[config.mk]
export PLATFORM = sky130hd
export DESIGN_NAME = button_conditioner_flat
export DESIGN_NICKNAME = d
export VERILOG_FILES = /design/src/rtl/button_conditioner_if.sv /design/src/rtl/button_conditioner.sv /design/src/flat_wrapper.sv
export SDC_FILE = /design/constraint.sdc
export NUM_CORES = 1
export LEC_CHECK = 0
export ABC_CLOCK_PERIOD_IN_PS = 2100
export CELL_PAD_IN_SITES_DETAIL_PLACEMENT = 0
export CELL_PAD_IN_SITES_GLOBAL_PLACEMENT = 1
export CORE_UTILIZATION = 45
export DETAILED_ROUTE_END_ITERATION = 12
export GPL_ROUTABILITY_DRIVEN = 0
export GPL_TIMING_DRIVEN = 0
export PLACE_DENSITY = 0.92
export SLEW_MARGIN = 40
export SYNTH_ARGS = -nofsm -noshare
export SYNTH_HDL_FRONTEND = slang
export SYNTH_SLANG_ARGS = --single-unit
[constraint.sdc]
create_clock -name Clk -period 2.1 [get_ports Clk]
set_input_delay 0.315 -clock Clk [delete_from_list [all_inputs] [get_ports Clk]]
set_output_delay 0.315 -clock Clk [all_outputs]
set_load 0.03 [all_outputs]
[src/rtl/button_conditioner_if.sv]
// Raw pushbutton/switch inputs and their conditioned versions for the multiplier front end.
// The conditioner is the slave side; whoever drives the raw pins is the master.
interface button_conditioner_if #(
  parameter int SW_WIDTH = 8
);
  logic                run_raw;
  logic                clr_raw;
  logic [SW_WIDTH-1:0] sw_raw;
  logic                run_pulse;
  logic                clr_pulse;
  logic                clr_level;
  logic [SW_WIDTH-1:0] sw_sync;

  modport master (
    output run_raw, clr_raw, sw_raw,
    input  run_pulse, clr_pulse, clr_level, sw_sync
  );

  modport slave (
    input  run_raw, clr_raw, sw_raw,
    output run_pulse, clr_pulse, clr_level, sw_sync
  );
endinterface

[src/rtl/button_conditioner.sv]
// Synchronises and debounces the Run and Reset_Load_Clr buttons.
// Also synchronises the switch bus feeding the Lab 4 multiplier.
module button_conditioner #(
  parameter int DEBOUNCE_CYCLES = 16,
  parameter int SYNC_STAGES     = 2,
  parameter int SW_WIDTH        = 8
) (
  input logic                 Clk,
  input logic                 Reset_n,
  button_conditioner_if.slave bus
);
  localparam int CW     = $clog2(DEBOUNCE_CYCLES + 1);
  localparam int SYNC_W = SW_WIDTH + 2;
  localparam logic [CW-1:0] CNT_ONE  = CW'(1);
  localparam logic [CW-1:0] CNT_LAST = CW'(DEBOUNCE_CYCLES - 1);

  typedef enum logic [1:0] {IDLE, PRESS_WAIT, HELD, RELEASE_WAIT} state_t;

  // Buttons and switches share one synchroniser chain: bit 0 run, bit 1 clear, rest switches.
  logic [SYNC_W-1:0] sync_q [SYNC_STAGES];
  logic [SYNC_W-1:0] synced;
  logic [1:0]        pulse_all;
  logic [1:0]        level_all;

  always_ff @(posedge Clk or negedge Reset_n) begin
    if (!Reset_n) begin
      for (int i = 0; i < SYNC_STAGES; i++) sync_q[i] <= '0;
    end else begin
      sync_q[0] <= {bus.sw_raw, bus.clr_raw, bus.run_raw};
      for (int i = 1; i < SYNC_STAGES; i++) sync_q[i] <= sync_q[i-1];
    end
  end

  assign synced = sync_q[SYNC_STAGES-1];

  for (genvar b = 0; b < 2; b++) begin : g_btn
    state_t        state, state_next;
    logic [CW-1:0] cnt, cnt_next;
    logic          pulse_q, level_q, pulse_d, level_d;
    logic          btn;

    assign btn = synced[b];

    always_ff @(posedge Clk or negedge Reset_n) begin
      if (!Reset_n) begin
        state   <= IDLE;
        cnt     <= '0;
        pulse_q <= 1'b0;
        level_q <= 1'b0;
      end else begin
        state   <= state_next;
        cnt     <= cnt_next;
        pulse_q <= pulse_d;
        level_q <= level_d;
      end
    end

    // cnt holds the number of consecutive samples already seen that disagree with the accepted level.
    always_comb begin
      state_next = state;
      cnt_next   = cnt;
      case (state)
        IDLE: begin
          if (!btn) begin
            cnt_next = '0;
          end else if (DEBOUNCE_CYCLES == 1) begin
            state_next = HELD;
            cnt_next   = '0;
          end else begin
            state_next = PRESS_WAIT;
            cnt_next   = CNT_ONE;
          end
        end
        PRESS_WAIT: begin
          if (!btn) begin
            state_next = IDLE;
            cnt_next   = '0;
          end else if (cnt == CNT_LAST) begin
            state_next = HELD;
            cnt_next   = '0;
          end else begin
            cnt_next = cnt + CNT_ONE;
          end
        end
        HELD: begin
          if (!btn && DEBOUNCE_CYCLES == 1) begin
            state_next = IDLE;
            cnt_next   = '0;
          end else if (!btn) begin
            state_next = RELEASE_WAIT;
            cnt_next   = CNT_ONE;
          end
        end
        RELEASE_WAIT: begin
          if (btn) begin
            state_next = HELD;
            cnt_next   = '0;
          end else if (cnt == CNT_LAST) begin
            state_next = IDLE;
            cnt_next   = '0;
          end else begin
            cnt_next = cnt + CNT_ONE;
          end
        end
        default: begin
          state_next = IDLE;
          cnt_next   = '0;
        end
      endcase
    end

    // A bounce back into HELD from RELEASE_WAIT must not re-fire the pulse.
    always_comb begin
      pulse_d = (state == IDLE || state == PRESS_WAIT) && (state_next == HELD);
      level_d = (state_next == HELD) || (state_next == RELEASE_WAIT);
    end

    assign pulse_all[b] = pulse_q;
    assign level_all[b] = level_q;
  end

  assign bus.run_pulse = pulse_all[0];
  assign bus.clr_pulse = pulse_all[1];
  assign bus.clr_level = level_all[1];
  assign bus.sw_sync   = synced[SYNC_W-1:2];
endmodule

[src/flat_wrapper.sv]
// flat-port wrapper written by rule: the top's interface ports become plain ports
module button_conditioner_flat 
#(
  parameter int DEBOUNCE_CYCLES = 16,
  parameter int SYNC_STAGES     = 2,
  parameter int SW_WIDTH        = 8
)
  (Clk, Reset_n, bus_run_raw, bus_clr_raw, bus_sw_raw, bus_run_pulse, bus_clr_pulse, bus_clr_level, bus_sw_sync);
  button_conditioner_if #(.SW_WIDTH(SW_WIDTH)) bus_i ();
  input logic Clk;
  input logic Reset_n;
  input wire logic [$bits(bus_i.run_raw)-1:0] bus_run_raw;
  input wire logic [$bits(bus_i.clr_raw)-1:0] bus_clr_raw;
  input wire logic [$bits(bus_i.sw_raw)-1:0] bus_sw_raw;
  output wire logic [$bits(bus_i.run_pulse)-1:0] bus_run_pulse;
  output wire logic [$bits(bus_i.clr_pulse)-1:0] bus_clr_pulse;
  output wire logic [$bits(bus_i.clr_level)-1:0] bus_clr_level;
  output wire logic [$bits(bus_i.sw_sync)-1:0] bus_sw_sync;
  assign bus_i.run_raw = bus_run_raw;
  assign bus_i.clr_raw = bus_clr_raw;
  assign bus_i.sw_raw = bus_sw_raw;
  assign bus_run_pulse = bus_i.run_pulse;
  assign bus_clr_pulse = bus_i.clr_pulse;
  assign bus_clr_level = bus_i.clr_level;
  assign bus_sw_sync = bus_i.sw_sync;
  button_conditioner #(.DEBOUNCE_CYCLES(DEBOUNCE_CYCLES), .SYNC_STAGES(SYNC_STAGES), .SW_WIDTH(SW_WIDTH)) u_core (.Clk(Clk), .Reset_n(Reset_n), .bus(bus_i));
endmodule
# Word level (Yosys, flattened, before mapping)
# Cells that the tools add are included.
# totals
ff_bits,37
inputBits,12
out_inout_bits,11
wordCells,57
# op_classes
addsub,2
n_eq_ne,13
mux,26
n_reduce_logical,7
# op_table
op,count
$mux 5,8
$pmux 5 s4,2
$mux 2,12
$pmux 2 s4,2
$eq 2x2->1 const B,7
$add 5x1->5 const B,2
$eq 5x4->1 const B,2
$eq 2x1->1 const B,2
$logic_not 2->1,2
$ne 2x2->1 const B,2
$logic_or 1x1->1,3
$logic_and 1x1->1,2
$mux 1,2

# Logic depth before layout (Yosys ltp)
# logic_depth
word_depth,6
depth_mapped,5
depth_no_buf,5

# Worst setup path before layout
# Ideal clock, no wire load.
# synth_timing
kind,register to register
from,reg u_core.g_btn[0].cnt[0]
to,reg u_core.g_btn[0].state[1]
arrival_time_ns,1.272
slack_ns,0.703
stages_incl_launch_ff,5
synth_period_minus_slack_ns,1.397
cell_sequence,dfrtp_1 > ha_1 > nand3_1 > nor3b_2 > mux2_2
# synth_via
elab_chain_cells,4
# synth_lines
element,line,text
from (decl),button_conditioner.sv:38,"logic [CW-1:0] cnt, cnt_next;"
from (signal assigned),button_conditioner.sv:52,cnt <= cnt_next;
$eq 5x4->1 *,"button_conditioner.sv:78, button_conditioner.sv:98",
"$mux 2, on equally long branches","button_conditioner.sv:98, button_conditioner.sv:78",
"$mux 2, on equally long branches","button_conditioner.sv:95, button_conditioner.sv:75",
$pmux 2 s4 *,button_conditioner.sv:62,case (state)
net u_core.g_btn[0].state_next[1],button_conditioner.sv:37,"state_t state, state_next;"
to (signal assigned),button_conditioner.sv:51,state <= state_next;
to (decl),button_conditioner.sv:37,
# The timed path passes the listed nets; every way through them passes the cells marked *.
# A chain may end at the register's enable or synchronous reset.

# Final worst setup path
# layout_timing
from,reg u_core.sync_q (netlist bit u_core.synced[5])
to,out bus_sw_sync[3]
# layout_rtl
element,line,text
from (decl),button_conditioner.sv:20,logic [SYNC_W-1:0] sync_q [SYNC_STAGES];
to (decl),flat_wrapper.sv:18,output wire logic [$bits(bus_i.sw_sync)-1:0] bus_sw_sync;
# No word-level cell between the ends.

==> run_results.csv <==
group,metric,value,unit
power_and_ir_drop,p_leak,0.842,nW
drt,drc,0,
clocking,clockBufferDepth,2,
grt,grtUsageMet3,0.0502,
grt,grt_max_degree,23,
timing,post-route-period-util,0.826,
clocking,post_cts_buffers,0,
power_and_ir_drop,totalPowerFinal,1.23,mW
grt,grt.overflow.total,0,
setup_path,r2r_setup_slack,0.52,ns
power_and_ir_drop,vdd_drop_max,0.421,mV
worst_hold_path,whs_endpoint,"u_core.synced[4]",
die,die_h,59.5,um
power_and_ir_drop,power_density,668,nW/um^2
setup_path,crit_fanout,1,
die,fp-row-count,20,
finish,n_antenna_cell,0,
drt,drtAntennaViolNets,0,
drt,vias,954,
finish,multiInputGateArea,464,um^2
worst_hold_path,whs_path_depth,0,
setup_path,rr_endpoint,"u_core.g_btn[0].state[1]",
drt,dr.first_iter.drc_count,16,
yosys,synthCells,118,
run,max_cap_viol_count,0,
grt,use_met2,0.252,
finish,seqCellArea,926,um^2
finish,fillers,279,
timing,rsz0062_at_grt,"false",
drt,routedWlPerCell,12.1,um
finish,final_area,1830,um^2
timing,drv_slew,0,
timing,hold_violations,0,
setup_path,critPathKind,"register to output pin",
yosys,synth_fp_nets,132,
yosys,synth_seq_cells,37,
die,die_area,3540,um^2
die,initial_core_util,0.479,
worst_hold_path,hold_path_class,"register to register",
yosys,yosysSeqAreaShare,0.623,
setup_path,cp-end-kind,"output pin",
finish,drive_gt1_frac,0.200,
grt,grt_pass1_vias,918,
grt,grt-busiest-layer,"met2",
grt,grt_pass1_wl,3930,um
setup_path,crit_arrival,1.42,ns
timing,skew,0.0136,ns
die,core_region_area,3100,um^2
timing,setup_viol,0,
setup_path,reg2reg_from,"u_core.g_btn[0].cnt[0]",
clocking,insertion_delay,0.34,ns
timing,setup_tns,0,ns
drt,via_per_inst,4.92,
die,io_pins,23,
finish,layout.nets,163,
timing,maxSlewHeadroom,0.668,
die,fp.dieW,59.5,um
clocking,ctsRootBufferMaster,"clkbuf_4",
clocking,htree_levels,2,
clocking,cts_tree,"built",
status,status,"completed",
timing,worstMarginPinSlew,0.498,ns
finish,syn_to_final_growth,23.3,%
place,dp_hpwl,1660,um
yosys,ys_async_sr_fraction,1.00,
yosys,synth_edf_count,0,
finish,layout_common_cells,"37 x dfrtp_1, 21 x clkdlybuf4s50_1, 11 x nand2_1",
place,pre_cts_slack,0.535,ns
grt,antenna_found_initial,0,
clocking,ctsHoldBuffers,1,
setup_path,setup.worst_path.start_class,"register",
setup_path,required,1.78,ns
yosys,yosys_warnings,0,
finish,layout_commonest_cell,"dfrtp_1",
yosys,synth_ff_type,"dfrtp_1",
worst_hold_path,min_from,"u_core.sync_q[14]",
timing,layout_min_cycle_time,1.73,ns
clocking,cts.clk_slew.worst_paths,0.10,ns
place,placed_cell_area,1770,um^2
timing,worst_slack,0.365,ns
clocking,cts_resized,0,
yosys,synth_area,1490,um^2
grt,groute.usage.overall,0.157,
clocking,cts_buffers,5,
drt,wl,2360,um
place,port_buffers,22,
timing,max_clock_freq,0.576,GHz
grt,gr-usage-met1,0.182,
drt,firstDrtPassIters,4,
yosys,post_synth.cell_area_avg,12.6,um^2
yosys,synth_cell_types,36,
setup_path,reg2reg_depth,4,
clocking,cts_sinks,37,
-- per-stage QoR --
| step | hold WS, ns | util | cells |
|---|---|---|---|
| final | 0.359 | 0.591 | 194 |
| after global routing | 0.368 | 0.591 | 194 |
| after CTS | 0.360 | 0.591 | 194 |
| after detailed placement | 0.309 | 0.571 | 185 |
| after global placement | 0.332 | 0.568 | 184 |
| after floorplan | 0.0194 | - | 118 |
-- layer usage --
| layer | wire length, um | vias to the layer above |
|---|---|---|
| met4 | 54 | 0 |
| met3 | 122 | 7 |
| li1 | - | 458 |
| met5 | 0 | - |
| met1 | 1080 | 459 |
| met2 | 1100 | 30 |
-- kinds of logic after synthesis --
| logic type | count (synthesis) | share of synthesized area |
|---|---|---|
| and+or+nand+nor | 42 | 0.170 |
| adders and majority gates | 2 | 0.0168 |
| muxes | 3 | 0.0227 |
| AOI/OAI and AO/OA | 17 | 0.0791 |
| xor gates and xnor gates | 4 | 0.0236 |
| DFF | 37 | 0.623 |
| buffers and inverters | 13 | 0.0648 |
-- Yosys cell counts, types with 2 or more instances --
library cell / n / area share
xor2_1: 3 / 0.018
ha_1: 2 / 0.017
a22o_1: 2 / 0.012
o21ai_0: 3 / 0.010
buf_4: 8 / 0.040
and3_1: 2 / 0.0084
dfrtp_1: 37 / 0.62
buf_2: 2 / 0.0067
or3_1: 2 / 0.0084
a31oi_1: 2 / 0.0084
a21oi_1: 3 / 0.010
nand3_1: 4 / 0.013
nor2_1: 3 / 0.0076
buf_6: 2 / 0.015
mux2_2: 3 / 0.023
nor3_1: 4 / 0.013
nand3b_1: 3 / 0.015
nor2b_1: 3 / 0.013
nand2b_1: 2 / 0.0084
nor2b_4: 2 / 0.019
nand2_1: 11 / 0.028
-- cell type report --
type | count | area share
Sequential cell | 37 | 0.505
Multi-Input combinational cell | 68 | 0.253
Timing Repair Buffer | 24 | 0.131
Buffer | 12 | 0.0505
Tap cell | 44 | 0.0300
Clock buffer | 6 | 0.0225
Clock inverter | 2 | 0.00546
Inverter | 1 | 0.00205
-- sequential cells by signal (all words and copies together), names as in the netlist --
| signal | count |
|---|---|
| u_core.bus.run_pulse | 1 |
| u_core.bus.clr_level | 1 |
| u_core.g_btn.cnt | 10 |
| u_core.bus.clr_pulse | 1 |
| u_core.synced | 10 |
| u_core.sync_q | 10 |
| u_core.g_btn.state | 4 |
-- critical path: stages (launching register included) --
cell and delay (ns):
dfrtp_1 0.34, buf_4 0.09, clkdlybuf4s50_1 0.66
-- where the power goes --
group	switching, mW	internal [mW]
clock network	0.225	0.128
registers	0.0160	0.738
logic	0.0552	0.0630
total	0.296	0.929
-- how the worst max path moves through the flow --
| stage | from | cells after the start | slack [ns] | end |
|---|---|---|---|---|
| 2_1_floorplan | u_core.g_btn[0].cnt[0] | 4 | 0.70 | u_core.g_btn[0].state[1] |
| 3_3_place_gp | Reset_n | 1 | -0.03 | u_core.g_btn[0].state[1] |
| 3_5_place_dp | u_core.g_btn[0].cnt[0] | 4 | 0.53 | u_core.g_btn[0].state[1] |
| 4_1_cts | u_core.synced[5] | 2 | 0.35 | bus_sw_sync[3] |
| 5_1_grt | u_core.synced[9] | 2 | 0.30 | bus_sw_sync[7] |
| 6_report | u_core.synced[5] | 2 | 0.37 | bus_sw_sync[3] |
Power figures use the tool's default switching activity.
